--- src/rtl/mod_n_detector.sv ---
// mod_n_detector: serial divisibility-by-N detector, MSB- or LSB-first per frame, optional bit counter (MODN_BITCNT_EN)
module mod_n_detector #(
   parameter int N = 3,
`ifdef MODN_BITCNT_EN
   parameter int CW = 8,
`endif
   localparam int RW = $clog2(N)
) (
   input  logic          clk,
   input  logic          reset,
   input  logic          x,
   input  logic          x_valid,
   input  logic          start,
   input  logic          lsb_first,
   output logic          y,
   output logic          y_valid,
   output logic [RW-1:0] rem
`ifdef MODN_BITCNT_EN
   ,output logic [CW-1:0] bit_cnt
`endif
);
   localparam logic [RW:0] NV = (RW+1)'(N);
   logic [RW-1:0] w, rb, wb, rn, wn;
   logic [RW:0] sm, sl, sw, rs;
   logic mode_q, mode;
   // Next remainder/weight from the frame base; operands stay below N so one subtract wraps
   always_comb begin
      rb   = start ? '0 : rem;
      wb   = start ? RW'(1) : w;
      mode = start ? lsb_first : mode_q;
      sm   = {rb, x};
      sl   = {1'b0, rb} + (x ? {1'b0, wb} : '0);
      sw   = {wb, 1'b0};
      rs   = mode ? sl : sm;
      rn   = RW'(rs >= NV ? rs - NV : rs);
      wn   = mode ? RW'(sw >= NV ? sw - NV : sw) : wb;
   end
   // Registered remainder, weight, frame order and flag; y_valid tracks accepted bits
   always_ff @(posedge clk) begin
      if (reset) begin
         rem     <= '0;
         w       <= RW'(1);
         mode_q  <= 1'b0;
         y       <= 1'b0;
         y_valid <= 1'b0;
      end else begin
         y_valid <= x_valid;
         if (x_valid) begin
            rem    <= rn;
            w      <= wn;
            mode_q <= mode;
            y      <= (rn == '0);
         end
      end
   end
`ifdef MODN_BITCNT_EN
   // Saturating count of bits accepted in the current frame
   always_ff @(posedge clk) begin
      if (reset) bit_cnt <= '0;
      else if (x_valid) bit_cnt <= start ? CW'(1) : (&bit_cnt ? bit_cnt : bit_cnt + 1'b1);
   end
`endif
endmodule

--- config.mk ---
export PLATFORM = sky130hd
export DESIGN_NAME = mod_n_detector
export DESIGN_NICKNAME = d
export VERILOG_FILES = /design/src/rtl/mod_n_detector.sv
export SDC_FILE = /design/constraint.sdc
export NUM_CORES = 1
export LEC_CHECK = 0
export CORE_AREA = 2 2 39 41
export DETAILED_ROUTE_END_ITERATION = 16
export DIE_AREA = 0 0 41 43
export PLACE_DENSITY = 0.69
export SLEW_MARGIN = 30
export SYNTH_ARGS = -nofsm -noshare
export SYNTH_HDL_FRONTEND = slang
export SYNTH_SLANG_ARGS = --single-unit
export TNS_END_PERCENT = 100
--- constraint.sdc ---
create_clock -name clk -period 3.4 [get_ports clk]
set_input_delay 0.34 -clock clk [delete_from_list [all_inputs] [get_ports clk]]
set_output_delay 0.34 -clock clk [all_outputs]
set_load 0.05 [all_outputs]
==> results of run 1 <==
[worst register-to-register path: stages, from the launching register on]
cell and delay, ns:
sky130_fd_sc_hd__dfxtp_1 0.31, sky130_fd_sc_hd__nor2_1 0.14, sky130_fd_sc_hd__nor2b_1 0.07, sky130_fd_sc_hd__ha_1 0.20, sky130_fd_sc_hd__fa_1 0.50, sky130_fd_sc_hd__mux2i_1 0.07
sky130_fd_sc_hd__o21ai_1 0.24, sky130_fd_sc_hd__ha_1 0.20, sky130_fd_sc_hd__a31oi_1 0.04, sky130_fd_sc_hd__o21ai_1 0.18, sky130_fd_sc_hd__nor2_1 0.07, sky130_fd_sc_hd__o221a_2 0.28
sky130_fd_sc_hd__o21a_1 0.18
[cells by family (layout without fill, tap and decap cells)]
logic type	after synthesis	in the layout	share of synthesized area (%)
buf+inv	5	16	4.81
compound gates	13	13	20.1
simple gates	19	19	25.9
fa+ha+maj	3	3	9.62
mux	4	4	9.62
flops	7	7	29.9
[final cells by class]
cell class              instances  area (sq um)  area share, %
flip-flops and latches          7           140           23.5
repair buffers                 10          97.6           16.4
inverters                       2          7.51           1.26
well taps                      16          20.0           3.35
multi-input cells              39           305           51.2
clock buffers                   4          26.3           4.40
[metrics by stage]
step / hold WS, ns / instance area [sq um] / std cells / utilization, %
CTS: 0.492 / 597 / 78 / 43.1
detailed placement: 0.485 / 571 / 74 / 41.2
finish: 0.489 / 597 / 78 / 43.1
global placement: 0.474 / 571 / 74 / 41.2
global route: 0.524 / 597 / 78 / 43.1
floorplan: 0.405 / 468 / 51 / -
[power by group]
part / internal, mW / leakage [nW] / total [mW] / switching, mW
sequential: 0.0882 / 0.0578 / 0.0927 / 0.00444
clock: 0.0447 / 0.0150 / 0.0746 / 0.0298
combinational: 0.0310 / 0.172 / 0.0663 / 0.0353
[state kept, by name, indices dropped and copies added (netlist names)]
register and count:
rem 2, w 2, mode_q 1, y 1
y_valid 1
[final timing paths]
kind,cells after the start,end,startpoint
setup / recovery,13,rem[1],start
hold / removal,2,y,y
setup reg to reg,12,rem[1],w[0]
hold reg to reg,2,y,y
[cells in the mapped netlist (all sizes together), types with 2 or more instances]
library cell  instances  area, sq um
a21oi                 2         10.0
buf                   3         15.0
dfxtp                 7          140
ha                    2         25.0
inv                   2         7.51
mux2i                 3         30.0
nand2                 3         11.3
nand2b                2         12.5
nand3                 2         10.0
nor2                  2         7.51
nor2b                 6         37.5
nor3b                 3         22.5
o21ai                 4         20.0
[per-layer routing]
layer,vias to the layer above,part of all wire [%]
met2,6,47
met3,0,4.9
li1,203,-
met1,184,48
met4,0,0
met5,-,0
[cell usage in the layout, fill, tap and decap left out]
cell type                         instances
sky130_fd_sc_hd__clkdlybuf4s50_1          9
sky130_fd_sc_hd__nand2b_1                 2
sky130_fd_sc_hd__nand2_1                  3
sky130_fd_sc_hd__o21ai_1                  3
sky130_fd_sc_hd__nor2_1                   2
sky130_fd_sc_hd__a21o_1                   1
sky130_fd_sc_hd__o21ai_0                  1
sky130_fd_sc_hd__a31oi_1                  1
sky130_fd_sc_hd__clkbuf_1                 1
sky130_fd_sc_hd__buf_4                    1
sky130_fd_sc_hd__nand3_1                  2
sky130_fd_sc_hd__a221oi_1                 1
sky130_fd_sc_hd__o221a_2                  1
sky130_fd_sc_hd__inv_1                    2
sky130_fd_sc_hd__a21oi_1                  2
sky130_fd_sc_hd__nand3b_4                 1
sky130_fd_sc_hd__clkbuf_4                 3
sky130_fd_sc_hd__fa_1                     1
sky130_fd_sc_hd__nor2b_1                  6
sky130_fd_sc_hd__nor3b_1                  3
sky130_fd_sc_hd__a211oi_2                 1
sky130_fd_sc_hd__o211a_1                  1
sky130_fd_sc_hd__o21a_1                   1
sky130_fd_sc_hd__mux2_4                   1
sky130_fd_sc_hd__mux2i_1                  3
sky130_fd_sc_hd__ha_1                     2
sky130_fd_sc_hd__dfxtp_1                  7
==> impl_metrics.prom, run 1 <==
# TYPE chip_impl_metric gauge
chip_impl_info{name="critPathCaptureType",value="flop"} 1
chip_impl_metric{name="groute.layer.met3.usage",unit="%"} 4.71
chip_impl_metric{name="detail_route.iter0.violations",unit=""} 3
chip_impl_info{name="run_status",value="completed"} 1
chip_impl_metric{name="routed_wire_length_per_instance",unit="um"} 11.3
chip_impl_metric{name="cts_post_setup_buffers_inserted",unit=""} 0
chip_impl_metric{name="worst-endpoint-required",unit="ns"} 3.55
chip_impl_metric{name="clk_pin_slew",unit="ns"} 0.05
chip_impl_metric{name="final.setup_skew",unit="ns"} 0.00428
chip_impl_metric{name="synth_area",unit="sq um"} 468
chip_impl_metric{name="cpPeakStageDelay",unit="ns"} 0.55
chip_impl_metric{name="setup-tns-final",unit="ns"} 0
chip_impl_metric{name="timing_hold_violations_final",unit=""} 0
chip_impl_metric{name="core.rowCount",unit=""} 14
chip_impl_info{name="hold_path_class",value="flop to flop"} 1
chip_impl_metric{name="arrival_time_reported_for_the_critical_path_endpoint",unit="ns"} 3.11
chip_impl_metric{name="vias",unit=""} 393
chip_impl_metric{name="clock_tree.htree_level_count",unit=""} 1
chip_impl_metric{name="p_leak",unit="nW"} 0.245
chip_impl_metric{name="finalWorstSetupSlack",unit="ns"} 0.437
chip_impl_metric{name="worstSkewPairLatency",unit="ns"} 0.25
chip_impl_metric{name="number_of_global_route_vias_before_repair",unit=""} 350
chip_impl_info{name="synth-main-ff-cell",value="sky130_fd_sc_hd__dfxtp_1"} 1
chip_impl_metric{name="cts_made_buffers",unit=""} 3
chip_impl_metric{name="place_congestion",unit=""} 0.658
chip_impl_metric{name="power.density",unit="nW/um^2"} 391
chip_impl_metric{name="totalWireLength",unit="um"} 885
chip_impl_metric{name="cts_buffer_depth",unit=""} 2
chip_impl_metric{name="cts_resized",unit=""} 0
chip_impl_metric{name="fp.coreArea",unit="sq um"} 1380
chip_impl_metric{name="finalCritPeriodShare",unit="%"} 87.2
chip_impl_info{name="cts.root.buffer_cell",value="sky130_fd_sc_hd__clkbuf_4"} 1
chip_impl_metric{name="vias_per_cell",unit=""} 5.04
chip_impl_metric{name="area_delta_synth_final",unit="%"} 27.5
chip_impl_metric{name="seq_area_frac_synth",unit="%"} 29.9
chip_impl_metric{name="cts_sinks",unit=""} 7
chip_impl_info{name="critPathTopFamily",value="compound AO/OA/AOI/OAI gates"} 1
chip_impl_metric{name="maxSlewViolCount",unit=""} 0
chip_impl_metric{name="start_util",unit="%"} 33.8
chip_impl_metric{name="grt_max_degree",unit=""} 12
chip_impl_metric{name="setup.reg_to_reg.worst_slack",unit="ns"} 0.82
chip_impl_metric{name="vdd.ir_drop.worst",unit="mV"} 0.197
chip_impl_metric{name="post_synth_inst_count",unit=""} 51
chip_impl_metric{name="ctsHoldBuffers",unit=""} 0
chip_impl_info{name="tritoncts_clock_tree",value="built"} 1
chip_impl_info{name="worstPathCellList",value="clkdlybuf4s50_1 -> nor2_1 -> nor2b_1 -> ha_1 -> fa_1 -> mux2i_1 -> o21ai_1 -> ha_1 -> a31oi_1 -> o21ai_1 -> nor2_1 -> o221a_2 -> o21a_1"} 1
chip_impl_metric{name="timing.final.crit_period",unit="ns"} 2.96
chip_impl_metric{name="max_freq",unit="MHz"} 337
chip_impl_metric{name="pre_cts_ws",unit="ns"} 0.175
chip_impl_metric{name="place.detailed.hpwl",unit="um"} 707
chip_impl_metric{name="synth_area_per_cell",unit="sq um"} 9.18
chip_impl_metric{name="n_antenna_cell",unit=""} 0
chip_impl_metric{name="tightestPinTransition",unit="ns"} 0.495
chip_impl_info{name="grt-busiest-layer",value="met2"} 1
chip_impl_metric{name="syn_nets",unit=""} 60
chip_impl_metric{name="drive_above_1_share",unit="%"} 12.9
chip_impl_metric{name="report.final.setup_viol",unit=""} 0
chip_impl_info{name="critPathSlowestCell",value="sky130_fd_sc_hd__clkdlybuf4s50_1"} 1
chip_impl_metric{name="input_output_buffers",unit=""} 9
chip_impl_metric{name="grt_remaining_overflow",unit=""} 0
chip_impl_metric{name="synth_cell_type_count",unit=""} 24
chip_impl_metric{name="cp_max_fo",unit=""} 9
chip_impl_metric{name="chipWidth",unit="um"} 41
chip_impl_info{name="grt_setup_unrepaired",value="no"} 1
chip_impl_metric{name="postRouteAntennaNets",unit=""} 0
chip_impl_metric{name="grt_use_met1",unit="%"} 16.2
chip_impl_metric{name="floorplan.io_pins",unit=""} 10
chip_impl_metric{name="design.die.area",unit="sq um"} 1760
chip_impl_metric{name="p_total",unit="uW"} 234
chip_impl_metric{name="grt_util_met2",unit="%"} 17.2
chip_impl_metric{name="synth-warning-count",unit=""} 0
chip_impl_info{name="crit_type",value="input pin to flop"} 1
chip_impl_metric{name="die_height",unit="um"} 43
chip_impl_metric{name="grt_pass1_wl",unit="mm"} 1.47
chip_impl_metric{name="synth_edf_count",unit=""} 0
chip_impl_metric{name="cp.buffers_inverters",unit=""} 1
chip_impl_metric{name="async_reset_ff_share",unit="%"} 0
chip_impl_metric{name="remaining_drc_errors",unit=""} 0
chip_impl_metric{name="num-fill-cells",unit=""} 149
chip_impl_metric{name="grt_antenna_before_repair",unit=""} 0
chip_impl_metric{name="drt_first_pass_iters",unit=""} 2
chip_impl_metric{name="overall_global_routing_resource_usage",unit="%"} 12.4
chip_impl_metric{name="worst_slew_margin_rel",unit="%"} 66.9
chip_impl_metric{name="postSynthRegisterBits",unit=""} 7
chip_impl_metric{name="drv_cap",unit=""} 0
chip_impl_info{name="worstSetupStartpointType",value="input pin"} 1
chip_impl_metric{name="nets",unit=""} 72
Power figures use the tool's default switching activity.
==> inputs of run 2 (changes only) <==
- clock period: 3.4 -> 3.6 ns (I/O delays scaled with it)
==> impl_metrics.prom, run 2 (synthesis results as in run 1) <==
# TYPE chip_impl_metric gauge
chip_impl_info{name="run_status",value="completed"} 1
chip_impl_metric{name="chipWidth",unit="um"} 41
chip_impl_metric{name="ff2ff_path_depth",unit=""} 12
chip_impl_metric{name="start_util",unit="%"} 33.8
chip_impl_metric{name="ctsHoldBuffers",unit=""} 0
chip_impl_metric{name="drv_cap",unit=""} 0
chip_impl_metric{name="drive_above_1_share",unit="%"} 12.9
chip_impl_metric{name="cts_resized",unit=""} 0
chip_impl_info{name="tritoncts_clock_tree",value="built"} 1
chip_impl_metric{name="cts_buffer_depth",unit=""} 2
chip_impl_metric{name="clk_pin_slew",unit="ns"} 0.05
chip_impl_info{name="regToRegEndpoint",value="rem[1]"} 1
chip_impl_info{name="worst_r2r_startpoint",value="w[0]"} 1
chip_impl_metric{name="nets",unit=""} 72
chip_impl_info{name="critPathCaptureType",value="flop"} 1
chip_impl_metric{name="cts_post_setup_buffers_inserted",unit=""} 0
chip_impl_metric{name="maxSlewViolCount",unit=""} 0
chip_impl_metric{name="timing_hold_violations_final",unit=""} 0
chip_impl_metric{name="overall_global_routing_resource_usage",unit="%"} 12.0
chip_impl_metric{name="cts_sinks",unit=""} 7
chip_impl_metric{name="vdd.ir_drop.worst",unit="mV"} 0.196
chip_impl_metric{name="grt_antenna_before_repair",unit=""} 0
chip_impl_metric{name="p_leak",unit="nW"} 0.245
chip_impl_metric{name="grt_pass1_wl",unit="mm"} 1.48
chip_impl_info{name="crit_type",value="input pin to flop"} 1
chip_impl_info{name="hold_startpoint",value="w[0]"} 1
chip_impl_metric{name="place_congestion",unit=""} 0.703
chip_impl_info{name="top_regs",value="rem: 2 flops, w: 2 flops"} 1
chip_impl_metric{name="final.setup_skew",unit="ns"} 0.000517
chip_impl_metric{name="vias",unit=""} 399
chip_impl_info{name="layout_commonest_cell",value="sky130_fd_sc_hd__clkdlybuf4s50_1"} 1
chip_impl_metric{name="n_antenna_cell",unit=""} 0
chip_impl_metric{name="post_layout_nonfiller_instances",unit=""} 78
chip_impl_info{name="cts.root.buffer_cell",value="sky130_fd_sc_hd__clkbuf_4"} 1
chip_impl_metric{name="timing.final.crit_period",unit="ns"} 2.93
chip_impl_metric{name="report.final.setup_viol",unit=""} 0
chip_impl_metric{name="worst-endpoint-required",unit="ns"} 3.74
chip_impl_metric{name="cp_max_fo",unit=""} 7
chip_impl_metric{name="finalCritPeriodShare",unit="%"} 81.3
chip_impl_info{name="grt_setup_unrepaired",value="no"} 1
chip_impl_metric{name="power.density",unit="nW/um^2"} 366
chip_impl_metric{name="max_freq",unit="MHz"} 342
chip_impl_metric{name="place.detailed.instances",unit=""} 74
chip_impl_metric{name="drt_first_pass_iters",unit=""} 4
chip_impl_metric{name="setup.reg_to_reg.worst_slack",unit="ns"} 1.02
chip_impl_metric{name="grt_max_degree",unit=""} 12
chip_impl_metric{name="input_output_buffers",unit=""} 9
chip_impl_metric{name="worstHoldPathCells",unit=""} 2
chip_impl_metric{name="vias_per_cell",unit=""} 5.12
chip_impl_metric{name="worst_slew_margin_rel",unit="%"} 66.7
chip_impl_info{name="hold_path_class",value="flop to flop"} 1
chip_impl_metric{name="fp.coreArea",unit="sq um"} 1380
chip_impl_metric{name="cts_made_buffers",unit=""} 3
chip_impl_metric{name="detail_route.iter0.violations",unit=""} 9
chip_impl_metric{name="core.rowCount",unit=""} 14
chip_impl_metric{name="setup-tns-final",unit="ns"} 0
chip_impl_info{name="worstSetupStartpointType",value="input pin"} 1
chip_impl_metric{name="design.die.area",unit="sq um"} 1760
chip_impl_metric{name="grt_remaining_overflow",unit=""} 0
chip_impl_metric{name="routed_wire_length_per_instance",unit="um"} 11.0
chip_impl_metric{name="worstSkewPairLatency",unit="ns"} 0.24
chip_impl_metric{name="postRouteAntennaNets",unit=""} 0
chip_impl_metric{name="floorplan.io_pins",unit=""} 10
chip_impl_metric{name="area_delta_synth_final",unit="%"} 27.5
chip_impl_metric{name="number_of_global_route_vias_before_repair",unit=""} 377
chip_impl_metric{name="arrival_time_reported_for_the_critical_path_endpoint",unit="ns"} 3.06
chip_impl_metric{name="finalCoreUtilization",unit="%"} 43.1
chip_impl_metric{name="place.detailed.hpwl",unit="um"} 678
chip_impl_info{name="min_to",value="w[0]"} 1
chip_impl_metric{name="remaining_drc_errors",unit=""} 0
chip_impl_metric{name="clock_tree.htree_level_count",unit=""} 1
chip_impl_metric{name="die_height",unit="um"} 43
chip_impl_info{name="layout_common_cells",value="9 x sky130_fd_sc_hd__clkdlybuf4s50_1, 7 x sky130_fd_sc_hd__dfxtp_1, 6 x sky130_fd_sc_hd__nor2b_1"} 1
chip_impl_metric{name="totalWireLength",unit="um"} 857
chip_impl_metric{name="tightestPinTransition",unit="ns"} 0.498
run 2: cell counts in the layout (fill, tap and decap cells not counted):
No cell type changed its count.
run 2: through the flow:
stage               setup slack (ns)  instance area (sq um)  hold WS [ns]  total power [mW]
global route                   0.437                    597         0.507             0.233
finish                         0.674                    597         0.489             0.218
floorplan                      0.963                    468         0.425             0.132
detailed placement             0.449                    571         0.481             0.152
CTS                            0.707                    597         0.490             0.221
global placement               0.527                    571         0.470             0.151
run 2: area by class of cell:
| cell class | instances | area [sq um] |
|---|---|---|
| inverters | 2 | 7.51 |
| well taps | 16 | 20.0 |
| repair buffers | 10 | 97.6 |
| multi-input cells | 39 | 305 |
| fillers | 149 | 787 |
| flip-flops and latches | 7 | 140 |
| clock buffers | 4 | 26.3 |
run 2: worst max-delay path by stage:
stage           start  endpoint  cells past startpoint
3_3_place_gp    start    rem[1]                     13
2_1_floorplan  rem[0]    rem[1]                     10
3_5_place_dp    start    rem[1]                     13
6_report        start    rem[1]                     13
4_1_cts         start    rem[1]                     13
5_1_grt         start    rem[1]                     13
run 2: where the power goes:
| part | switching, mW | internal (mW) |
|---|---|---|
| logic | 0.0335 | 0.0292 |
| registers | 0.00411 | 0.0834 |
| clock network | 0.0259 | 0.0421 |
run 2: worst max-delay path, cell delays in order:
cell and delay (ns):
sky130_fd_sc_hd__clkdlybuf4s50_1 0.51, sky130_fd_sc_hd__nor2_1 0.17, sky130_fd_sc_hd__nor2b_1 0.07, sky130_fd_sc_hd__ha_1 0.18, sky130_fd_sc_hd__fa_1 0.51, sky130_fd_sc_hd__mux2i_1 0.08
sky130_fd_sc_hd__o21ai_1 0.24, sky130_fd_sc_hd__ha_1 0.20, sky130_fd_sc_hd__a31oi_1 0.04, sky130_fd_sc_hd__o21ai_1 0.18, sky130_fd_sc_hd__nor2_1 0.07, sky130_fd_sc_hd__o221a_2 0.28
sky130_fd_sc_hd__o21a_1 0.18
run 2: routing by layer:
metal	GRT usage, %	up-vias	routed length (um)
met5	0	-	0
met4	4.00	0	0
met3	4.71	0	36
met2	17.2	8	402
met1	16.0	189	418
li1	-	202	-
